--- config.mk ---
export PLATFORM = sky130hd
export DESIGN_NAME = wb_regfile
export DESIGN_NICKNAME = d
export VERILOG_FILES = /design/src/rtl/wb_regfile_pkg.sv /design/src/rtl/wb_regfile_gpr_bank.sv /design/src/rtl/wb_regfile.sv
export SDC_FILE = /design/constraint.sdc
export NUM_CORES = 1
export LEC_CHECK = 0
export CELL_PAD_IN_SITES_DETAIL_PLACEMENT = 1
export CELL_PAD_IN_SITES_GLOBAL_PLACEMENT = 1
export CORE_MARGIN = 5
export CORE_UTILIZATION = 43
export CTS_CLUSTER_SIZE = 10
export DETAILED_ROUTE_END_ITERATION = 6
export PLACE_DENSITY_LB_ADDON = 0.15
export SKIP_CTS_REPAIR_TIMING = 1
export SLEW_MARGIN = 20
export SYNTH_ARGS = -nofsm -noshare
export SYNTH_HDL_FRONTEND = slang
export SYNTH_SLANG_ARGS = --single-unit
--- constraint.sdc ---
create_clock -name clk_50MHz -period 4 [get_ports clk_50MHz]
set_clock_uncertainty 0.2 [all_clocks]
set_input_delay 1.2 -clock clk_50MHz [delete_from_list [all_inputs] [get_ports clk_50MHz]]
set_output_delay 1.2 -clock clk_50MHz [all_outputs]
set_load 0.02 [all_outputs]
--- src/rtl/wb_regfile_pkg.sv ---
// Shared encodings, widths and helpers for the writeback stage / register file.
// Decoder control encodings live here so decode and writeback agree on them.
package wb_regfile_pkg;

  localparam int DATA_W       = 16;
  localparam int INST_W       = 16;
  localparam int REG_OP_W     = 3;
  localparam int WB_DATA_OP_W = 3;
  localparam int WB_ADDR_OP_W = 2;
  localparam int GPR_NUM      = 8;
  localparam int GPR_IDX_W    = 3;

  // LSB positions of the register fields inside the instruction word
  localparam int INST_RX = 8;
  localparam int INST_RY = 5;
  localparam int INST_RZ = 2;

  typedef enum logic [REG_OP_W-1:0] {
    REG_OP_NOP = 3'd0,
    REG_OP_REG = 3'd1,
    REG_OP_SP  = 3'd2,
    REG_OP_IH  = 3'd3,
    REG_OP_T   = 3'd4
  } reg_op_e;

  typedef enum logic [WB_DATA_OP_W-1:0] {
    WB_DATA_OP_NOP = 3'd0,
    WB_DATA_OP_ALU = 3'd1,
    WB_DATA_OP_MEM = 3'd2,
    WB_DATA_OP_IH  = 3'd3,
    WB_DATA_OP_PC  = 3'd4
  } wb_data_op_e;

  typedef enum logic [WB_ADDR_OP_W-1:0] {
    WB_ADDR_OP_NOP = 2'd0,
    WB_ADDR_OP_RX  = 2'd1,
    WB_ADDR_OP_RY  = 2'd2,
    WB_ADDR_OP_RZ  = 2'd3
  } wb_addr_op_e;

  typedef struct packed {
    logic [DATA_W-1:0]    value;
    logic [REG_OP_W-1:0]  target;
    logic [GPR_IDX_W-1:0] idx;
  } wb_entry_t;

  // Illegal REG decode with no address source falls through to R0.
  function automatic logic [GPR_IDX_W-1:0] sel_gpr_idx(
    input logic [GPR_IDX_W-1:0]    rx,
    input logic [GPR_IDX_W-1:0]    ry,
    input logic [GPR_IDX_W-1:0]    rz,
    input logic [WB_ADDR_OP_W-1:0] addr_op
  );
    case (addr_op)
      WB_ADDR_OP_RX: return rx;
      WB_ADDR_OP_RY: return ry;
      WB_ADDR_OP_RZ: return rz;
      default:       return '0;
    endcase
  endfunction

endpackage

--- src/rtl/wb_regfile_gpr_bank.sv ---
// 8x16 general purpose register storage: one synchronous write port and two
// combinational read ports, cleared by the synchronous active-low reset.
module gpr_bank
  import wb_regfile_pkg::*;
(
  input  logic                 i_clk,
  input  logic                 i_rst_n,
  input  logic                 i_we,
  input  logic [GPR_IDX_W-1:0] i_waddr,
  input  logic [DATA_W-1:0]    i_wdata,
  input  logic [GPR_IDX_W-1:0] i_raddr_a,
  input  logic [GPR_IDX_W-1:0] i_raddr_b,
  output logic [DATA_W-1:0]    o_rdata_a,
  output logic [DATA_W-1:0]    o_rdata_b
);

  logic [DATA_W-1:0] r_mem [GPR_NUM];

  always_ff @(posedge i_clk) begin
    if (!i_rst_n) begin
      for (int i = 0; i < GPR_NUM; i++) r_mem[i] <= '0;
    end else if (i_we) begin
      r_mem[i_waddr] <= i_wdata;
    end
  end

  assign o_rdata_a = r_mem[i_raddr_a];
  assign o_rdata_b = r_mem[i_raddr_b];

endmodule

--- src/rtl/wb_regfile.sv ---
// Writeback stage: one-entry WB register feeding R0-R7, SP, IH and T.
// Define WB_BYPASS_EN to forward the pending WB value onto the read ports.
module wb_regfile
  import wb_regfile_pkg::*;
(
  input  logic                    clk_50MHz,
  input  logic                    rst,
  input  logic                    valid_in,
  input  logic                    stall,
  input  logic                    flush,
  input  logic [INST_W-1:0]       inst,
  input  logic [REG_OP_W-1:0]     REG_op,
  input  logic [WB_DATA_OP_W-1:0] wb_data_op,
  input  logic [WB_ADDR_OP_W-1:0] wb_addr_op,
  input  logic [DATA_W-1:0]       alu_result,
  input  logic [DATA_W-1:0]       mem_data,
  input  logic [DATA_W-1:0]       pc,
  input  logic [GPR_IDX_W-1:0]    ra_addr,
  input  logic [GPR_IDX_W-1:0]    rb_addr,
  output logic [DATA_W-1:0]       ra_data,
  output logic [DATA_W-1:0]       rb_data,
  output logic [DATA_W-1:0]       sp_data,
  output logic [DATA_W-1:0]       ih_data,
  output logic [DATA_W-1:0]       t_data,
  output logic                    wb_pending,
  output logic [DATA_W-1:0]       retire_cnt
);

  wb_entry_t         r_wb;
  logic              r_pending;
  logic [DATA_W-1:0] r_sp;
  logic [DATA_W-1:0] r_ih;
  logic [DATA_W-1:0] r_t;
  logic [DATA_W-1:0] r_retire;

  logic [GPR_IDX_W-1:0] w_rx, w_ry, w_rz;
  logic                 w_unused_inst;
  logic                 w_capture;
  logic                 w_commit;
  logic                 w_gpr_we;
  wb_entry_t            w_wb_next;
  logic [DATA_W-1:0]    w_ra_gpr, w_rb_gpr;

  assign w_rx = inst[INST_RX +: GPR_IDX_W];
  assign w_ry = inst[INST_RY +: GPR_IDX_W];
  assign w_rz = inst[INST_RZ +: GPR_IDX_W];
  assign w_unused_inst = ^{inst[INST_W-1:INST_RX+GPR_IDX_W], inst[INST_RZ-1:0]};

  assign w_capture = valid_in & ~stall & ~flush &
                     (REG_op != REG_OP_NOP) & (wb_data_op != WB_DATA_OP_NOP);
  assign w_commit  = r_pending & ~stall & ~flush;
  assign w_gpr_we  = w_commit & (r_wb.target == REG_OP_REG);

  always_comb begin
    w_wb_next        = '0;
    w_wb_next.target = REG_op;
    case (wb_data_op)
      WB_DATA_OP_ALU: w_wb_next.value = alu_result;
      WB_DATA_OP_MEM: w_wb_next.value = mem_data;
      WB_DATA_OP_IH:  w_wb_next.value = ih_data;
      WB_DATA_OP_PC:  w_wb_next.value = pc;
      default:        w_wb_next.value = '0;
    endcase
    if (REG_op == REG_OP_REG) w_wb_next.idx = sel_gpr_idx(w_rx, w_ry, w_rz, wb_addr_op);
  end

  // flush beats stall, commit and capture; stall freezes everything else
  always_ff @(posedge clk_50MHz) begin
    if (!rst) begin
      r_wb      <= '0;
      r_pending <= 1'b0;
      r_sp      <= '0;
      r_ih      <= '0;
      r_t       <= '0;
      r_retire  <= '0;
    end else if (flush) begin
      r_pending <= 1'b0;
    end else if (!stall) begin
      if (r_pending) begin
        case (r_wb.target)
          REG_OP_SP: r_sp <= r_wb.value;
          REG_OP_IH: r_ih <= r_wb.value;
          REG_OP_T:  r_t  <= r_wb.value;
          default: ;
        endcase
        r_retire <= r_retire + 16'd1;
      end
      r_pending <= w_capture;
      if (w_capture) r_wb <= w_wb_next;
    end
  end

  gpr_bank u_gpr_bank (
    .i_clk     (clk_50MHz),
    .i_rst_n   (rst),
    .i_we      (w_gpr_we),
    .i_waddr   (r_wb.idx),
    .i_wdata   (r_wb.value),
    .i_raddr_a (ra_addr),
    .i_raddr_b (rb_addr),
    .o_rdata_a (w_ra_gpr),
    .o_rdata_b (w_rb_gpr)
  );

`ifdef WB_BYPASS_EN
  logic w_byp_reg;
  assign w_byp_reg = r_pending & (r_wb.target == REG_OP_REG);
  assign ra_data = (w_byp_reg && r_wb.idx == ra_addr) ? r_wb.value : w_ra_gpr;
  assign rb_data = (w_byp_reg && r_wb.idx == rb_addr) ? r_wb.value : w_rb_gpr;
  assign sp_data = (r_pending && r_wb.target == REG_OP_SP) ? r_wb.value : r_sp;
  assign ih_data = (r_pending && r_wb.target == REG_OP_IH) ? r_wb.value : r_ih;
  assign t_data  = (r_pending && r_wb.target == REG_OP_T)  ? r_wb.value : r_t;
`else
  assign ra_data = w_ra_gpr;
  assign rb_data = w_rb_gpr;
  assign sp_data = r_sp;
  assign ih_data = r_ih;
  assign t_data  = r_t;
`endif

  assign wb_pending = r_pending;
  assign retire_cnt = r_retire;

endmodule

==> key figures, run 1 <==
Run status
  • Outcome: finished clean

Global route
  • Vias in the first global route: 8034
  • Tot GR Track Use: 21.7%
  • Initial antenna violation count: 0
  • Largest net degree at the start of global routing: 41
  • First-pass GRT wire length: 47.3 mm
  • Overflow after GRT: 0

Synth
  • Syn_nets: 901
  • Yosys cell types: 52
  • Syn Area/Cell: 13.0 um2
  • #FFs+latches synth: 215
  • Top cell type's share of synthesized area: 36.3%
  • Seq/Total Area, Yosys: 52.7%
  • Primary FF master, synth: edfxtp_1
  • Post-synth EDFFs: 128
  • Yosys top cell by area: edfxtp_1
  • Ranking of synthesized cells by area: edfxtp_1 36%, dfxtp_1 16%, mux4_2 14%, and2_1 7.7%, mux2i_1 6.1%
  • Mapped cell area: 0.0106 mm2
  • YS warnings: 0
  • Cell count after synthesis: 817
  • Async SR Flop Fraction: 0%

STA
  • Worst slew pin tran: 0.694 ns
  • Fin. Hold Viols: 0
  • Max_slew headroom: 53.6%
  • Hold slack: 0.286 ns
  • Slew Limit Fails: 0
  • Max Freq: 0.251 GHz
  • Setup violators final: 0
  • Min Tclk post-route: 3.98 ns
  • Period utilisation layout: 99.6%

Die
  • Core Area: 0.0243 mm2
  • Die area: 0.0279 mm2
  • Die X: 167 um
  • Rows: 57
  • Die H: 167 um
  • # IOs: 180
  • Initial Util: 43.6%

Final layout
  • Ratio of cells with drive above 1 in the final layout: 19.2%
  • Fillers: 2385
  • Area growth from synthesis to layout: 31.5%
  • N_diodes: 0
  • Leading cell type in the layout, fill and taps excluded: clkdlybuf4s50_1
  • Final net count: 1079
  • Seq. cell area: 0.00559 mm2
  • Multi-input logic area: 0.00470 mm2
  • Commonest cells after routing, fill and taps aside: 136 x clkdlybuf4s50_1, 130 x and2_1, 128 x edfxtp_1

Power
  • VDD IR max: 312 uV
  • Pwr Density: 368 mW/mm2
  • Final Total Pwr: 5130 uW
  • Pleak: 0.00561 uW

Detailed routing
  • Routed wire length: 31.9 mm
  • Drt first pass iters: 5
  • Routed vias/inst: 5.56
  • DRC viols: 0
  • Final ANT Viol Nets: 0
  • Violation count after the first detailed-route iteration: 373
  • Routed WL per cell: 23.9 um
  • Vias: 7434

Worst setup path
  • Crit path capture type: primary output
  • Max stage delay on crit path: 0.52 ns
  • Slowest cell on the critical path: mux4_2
  • Crit path max fanout: 6
  • R2R Setup Slk: 1.84 ns
  • Type of origin of the critical path: primary input
  • Crit Path Class: in -> out
  • Crit path DAT: 2.58 ns
  • Crit-path cells: buf_6, buf_12, mux4_2, mux2_2, dlymetal6s2s_1
  • Crit path required time: 2.60 ns

Flow run
  • Max Cap Violations: 0

Clock network
  • Maximum clock path buffer count: 3
  • Clock root buffer: clkbuf_16
  • Clk sink count: 215
  • Htree depth: 1
  • Worst-Skew Late Latency: 0.52 ns
  • Clock input transition at the sequential cells of the worst setup and hold paths: 0.05 ns
  • Cts bufs inserted: 26
  • TritonCTS clock tree: built

Placed design
  • Port bufs: 172
  • Final HPWL DP: 20.5 mm
  • Gpl congestion: 0.771

Min path
  • Tightest Hold Check Type: reg -> reg
## per-stage QoR
step	setup TNS, ns	util (%)	setup WS (ns)	area, um2	cells
6_report	0	57.3	0.0153	13900	1338
3_5_place_dp	-16.38	53.1	-0.557	12900	1285
2_1_floorplan	0	-	0.0393	10600	817
3_3_place_gp	-16.26	53.1	-0.548	12900	1285
5_1_grt	-0.00134	57.3	-0.00134	13900	1338
4_1_cts	-16.71	56.2	-0.578	13700	1332
## worst paths after layout
path / start / endpoint / depth (start not counted)
max: ra_addr[0] / ra_data[14] / 5
min: retire_cnt[15]$_SDFFE_PN0P_ / retire_cnt[15]$_SDFFE_PN0P_ / 2
max reg2reg: wb_pending$_SDFFE_PP0N_ / u_gpr_bank.r_mem[1][12]$_SDFFCE_PN0P_ / 5
min reg2reg: retire_cnt[15]$_SDFFE_PN0P_ / retire_cnt[15]$_SDFFE_PN0P_ / 2
## kinds of logic (layout without fill, tap and decap cells)
kind of cell | after synthesis | in the layout | share of synthesized area (%)
AOI/OAI and AO/OA | 81 | 81 | 5.27
xor gates and xnor gates | 8 | 8 | 0.661
muxes | 164 | 164 | 23.5
DFF | 215 | 215 | 52.7
buffers and inverters | 77 | 274 | 3.00
and+or+nand+nor | 271 | 271 | 14.8
adders and majority gates | 1 | 1 | 0.118
## synth_stat cells (2+ instances only)
| cell type | count |
|---|---|
| inv_1 | 7 |
| o21ai_0 | 10 |
| and3_1 | 2 |
| mux2_2 | 35 |
| nor2_1 | 67 |
| nand3b_1 | 2 |
| mux4_2 | 64 |
| a21oi_1 | 16 |
| or3_1 | 5 |
| dfxtp_1 | 87 |
| or4_1 | 5 |
| mux2i_1 | 65 |
| nand4_1 | 4 |
| nor2_2 | 4 |
| buf_2 | 14 |
| buf_4 | 2 |
| clkbuf_1 | 46 |
| a22o_1 | 16 |
| o21bai_1 | 6 |
| o32ai_1 | 6 |
| nor2b_1 | 3 |
| o31ai_1 | 4 |
| buf_1 | 4 |
| nand3_1 | 9 |
| a22oi_1 | 10 |
| o22ai_1 | 10 |
| clkbuf_2 | 3 |
| edfxtp_1 | 128 |
| xor2_1 | 5 |
| nand3_2 | 2 |
| xnor2_1 | 3 |
| and2_1 | 130 |
| nand2_1 | 20 |
| nand2b_1 | 5 |
## registers in the layout (all words and copies together) (netlist names)
name              cells
retire_cnt           16
ih_data              16
u_gpr_bank.r_mem    128
t_data               16
wb_pending            1
sp_data              16
r_wb                 22
## power by group
group          switching, uW  internal (uW)  total, uW
Clock                    882           1270       2150
Sequential              33.8           2390       2420
Combinational            257            303        560
Total                   1170           3960       5130
## routing by layer
layer,global-route usage (%),wire (um),up-vias
li1,-,-,3399
met1,27.4,13000,3752
met2,38.9,16500,251
met3,4.55,2080,32
met4,3.88,349,0
met5,0,0,-
## layout make-up
| type | instances | share of cell area (%) |
|---|---|---|
| clock inverter | 2 | 0.0898 |
| inverter | 8 | 0.216 |
| timing repair buffer | 219 | 17.6 |
| multi-input combinational | 525 | 33.7 |
| tap | 324 | 2.91 |
| clock buffer | 45 | 5.41 |
| sequential | 215 | 40.1 |
## critical path, delay by kind of cell
family                 cells  cell delay (ns)
muxes                      2             0.84
buffers and inverters      3             0.54
(Power assumes the default switching activity.)
==> run 2, diff against run 1 <==
==> constraint.sdc (replaced) <==
create_clock -name clk_50MHz -period 4.1 [get_ports clk_50MHz]
set_clock_uncertainty 0.2 [all_clocks]
set_input_delay 1.23 -clock clk_50MHz [delete_from_list [all_inputs] [get_ports clk_50MHz]]
set_output_delay 1.23 -clock clk_50MHz [all_outputs]
set_load 0.02 [all_outputs]
==> run 2 against run 1 <==
First-iteration DRC count rose by 7.2%. Worst setup slack gained 0.012 ns. Sequential power fell by 2%. Largest power group unchanged. Highest routed layer unchanged.
==> key figures, run 2 (synthesis results as in run 1) <==
Clock network
  • Clock input transition at the sequential cells of the worst setup and hold paths: 0.06 ns (about the same)
  • Cts bufs inserted: 26 (unchanged)
  • Htree depth: 1 (unchanged)
  • Clk sink count: 215 (unchanged)
  • Worst-Skew Late Latency: 0.52 ns (about the same)
  • Maximum clock path buffer count: 3 (unchanged)
  • TritonCTS clock tree: built
  • Clock root buffer: clkbuf_16

Worst setup path
  • Crit path max fanout: 9 (+3)
  • Crit-path cells: clkbuf_4, buf_12, buf_4, mux4_2, mux2_2, clkbuf_2
  • Family with the most delay on the worst path: multiplexers
  • Type of origin of the critical path: primary input
  • Crit path DAT: 2.64 ns (+0.06 ns)
  • Crit path required time: 2.67 ns (+0.07 ns)
  • Max stage delay on crit path: 0.51 ns (about the same)
  • Crit path capture type: primary output
  • Slowest cell on the critical path: mux4_2
  • Crit Path Class: in -> out
  • Bufs and invs on worst path: 4 (+1)

Detailed routing
  • Final ANT Viol Nets: 0 (unchanged)
  • Drt first pass iters: 4 (-1)
  • Violation count after the first detailed-route iteration: 400 (+7.2%)
  • Vias: 7343 (-1.2%)
  • Routed WL per cell: 23.1 um (-3.2%)
  • DRC viols: 0 (unchanged)
  • Routed wire length: 30.9 mm (-3.3%)
  • Routed vias/inst: 5.49 (-1.2%)

STA
  • Period utilisation layout: 99.3%
  • RSZ-0062 raised after global routing: true
  • Slew Limit Fails: 0 (unchanged)
  • Max_slew headroom: 46.1% (-7.5 points)
  • Max Freq: 0.246 GHz
  • Setup TNS Final: 0 ns (unchanged)
  • Worst slew pin tran: 0.808 ns (+0.114 ns)
  • Fin. Hold Viols: 0 (unchanged)
  • Setup ws final: 0.0277 ns (+0.0125 ns)
  • Setup violators final: 0 (unchanged)
  • Min Tclk post-route: 4.07 ns

Global route
  • GRT met1 Usage: 27.7% (+0.23 points)
  • Most Used Layer, Global Route: met2
  • Tot GR Track Use: 21.5% (-0.15 points)
  • Overflow after GRT: 0 (unchanged)
  • Grt met2 use: 38.0% (-0.85 points)
  • Initial antenna violation count: 0 (unchanged)
  • Largest net degree at the start of global routing: 76 (+85%)
  • Vias in the first global route: 8082 (+0.60%)
  • Met3 usage: 4.48% (-0.071 points)
  • First-pass GRT wire length: 47.4 mm (+0.20%)

Die
  • Die area: 0.0279 mm2 (unchanged)
  • # IOs: 180 (unchanged)
  • Die X: 167 um (unchanged)
  • Initial Util: 43.6% (unchanged)
  • Rows: 57 (unchanged)
  • Die H: 167 um (unchanged)
  • Core Area: 0.0243 mm2 (unchanged)

Final layout
  • Ratio of cells with drive above 1 in the final layout: 19.7% (+0.51 points)
  • Leading cell type in the layout, fill and taps excluded: clkdlybuf4s50_1
  • N_diodes: 0 (unchanged)
  • Commonest cells after routing, fill and taps aside: 136 x clkdlybuf4s50_1, 130 x and2_1, 128 x edfxtp_1
  • Area growth from synthesis to layout: 30.0%
  • Final net count: 1079 (unchanged)
  • Fin util: 56.6% (-0.64 points)
  • Max reg flops: 128 (unchanged)
  • Final instance area: 0.0138 mm2 (-1.1%)
  • Most flop-heavy register: u_gpr_bank.r_mem
  • Biggest regs: u_gpr_bank.r_mem x128, r_wb x22

Power
  • Pint: 3860 uW (-2.5%)
  • Pleak: 0.00551 uW (-1.8%)
  • Switching Fraction: 22.5% (-0.35 points)
  • Gate power share: 10.5% (-0.4 points)
  • Pwr Density: 361 mW/mm2 (-1.9%)
  • VDD IR max: 251 uV (-20%)
  • Reg power frac: 47.4% (+0.2 points)
  • Clock Power Share: 42.1% (+0.2 points)
  • NetSw: 1120 uW (-4.5%)

Placed design
  • Placed Area: 0.0128 mm2 (-0.81%)
  • Gpl congestion: 0.774 (+0.27%)
  • Port bufs: 172 (unchanged)
  • Place WS: -0.542 ns (+0.0150 ns)
  • Final HPWL DP: 20.1 mm (-2.3%)

Flow run
  • Max Cap Violations: 0 (unchanged)

Run status
  • Outcome: finished clean

Min path
  • Tightest Hold Check Type: reg -> reg
==> run 2: cell count changes in the layout (fill, tap and decap cells not counted), sizes merged <==
cell,change
clkbuf,+2
clkinvlp,-1
dlymetal6s2s,-5
buf,+3
==> run 2: cell type report <==
type                            instances  area [um2]
Multi-Input combinational cell        525        4700
Timing Repair Buffer                  219        2280
Tap cell                              324         405
Inverter                                8        30.0
Sequential cell                       215        5590
Fill cell                            2427       10500
Clock inverter                          1        8.76
Clock buffer                           45         763
==> run 2: worst reg2reg max path, delay by kind of cell (launching register included) <==
kind,cells,cell delay (ns)
flops,1,0.40
buf+inv,1,0.21
simple gates,4,1.11
==> run 2: final timing paths <==
path	start	end	slack, ns	depth (start not counted)
worst max-delay path	ra_addr[0]	ra_data[9]	0.03	6
worst min-delay path	retire_cnt[15]$_SDFFE_PN0P_	retire_cnt[15]$_SDFFE_PN0P_	0.28	2
worst max register to register	wb_pending$_SDFFE_PP0N_	u_gpr_bank.r_mem[1][10]$_SDFFCE_PN0P_	1.88	5
worst min register to register	retire_cnt[15]$_SDFFE_PN0P_	retire_cnt[15]$_SDFFE_PN0P_	0.28	2
==> run 2: per-stage QoR <==
stage                     hold WS, ns  cells  power, uW
final                           0.285   1337       4980
after global routing            0.308   1337       5150
after CTS                       0.288   1327       5020
after detailed placement        0.279   1281       2920
after global placement          0.262   1281       2920
after floorplan                 0.248    817       2680
==> run 2: power groups by stage <==
stage	sequential, uW	clock, uW	combinational, uW
after floorplan	2390	0	286
after global placement	2400	0	516
after detailed placement	2400	0	520
after CTS	2360	2140	522
after global routing	2370	2230	555
final	2360	2100	522
==> run 2: metal layers <==
metal,wire length [um],up-vias
met1,12800,3694
li1,-,3382
met3,1960,38
met4,442,0
met2,15700,229
met5,0,-
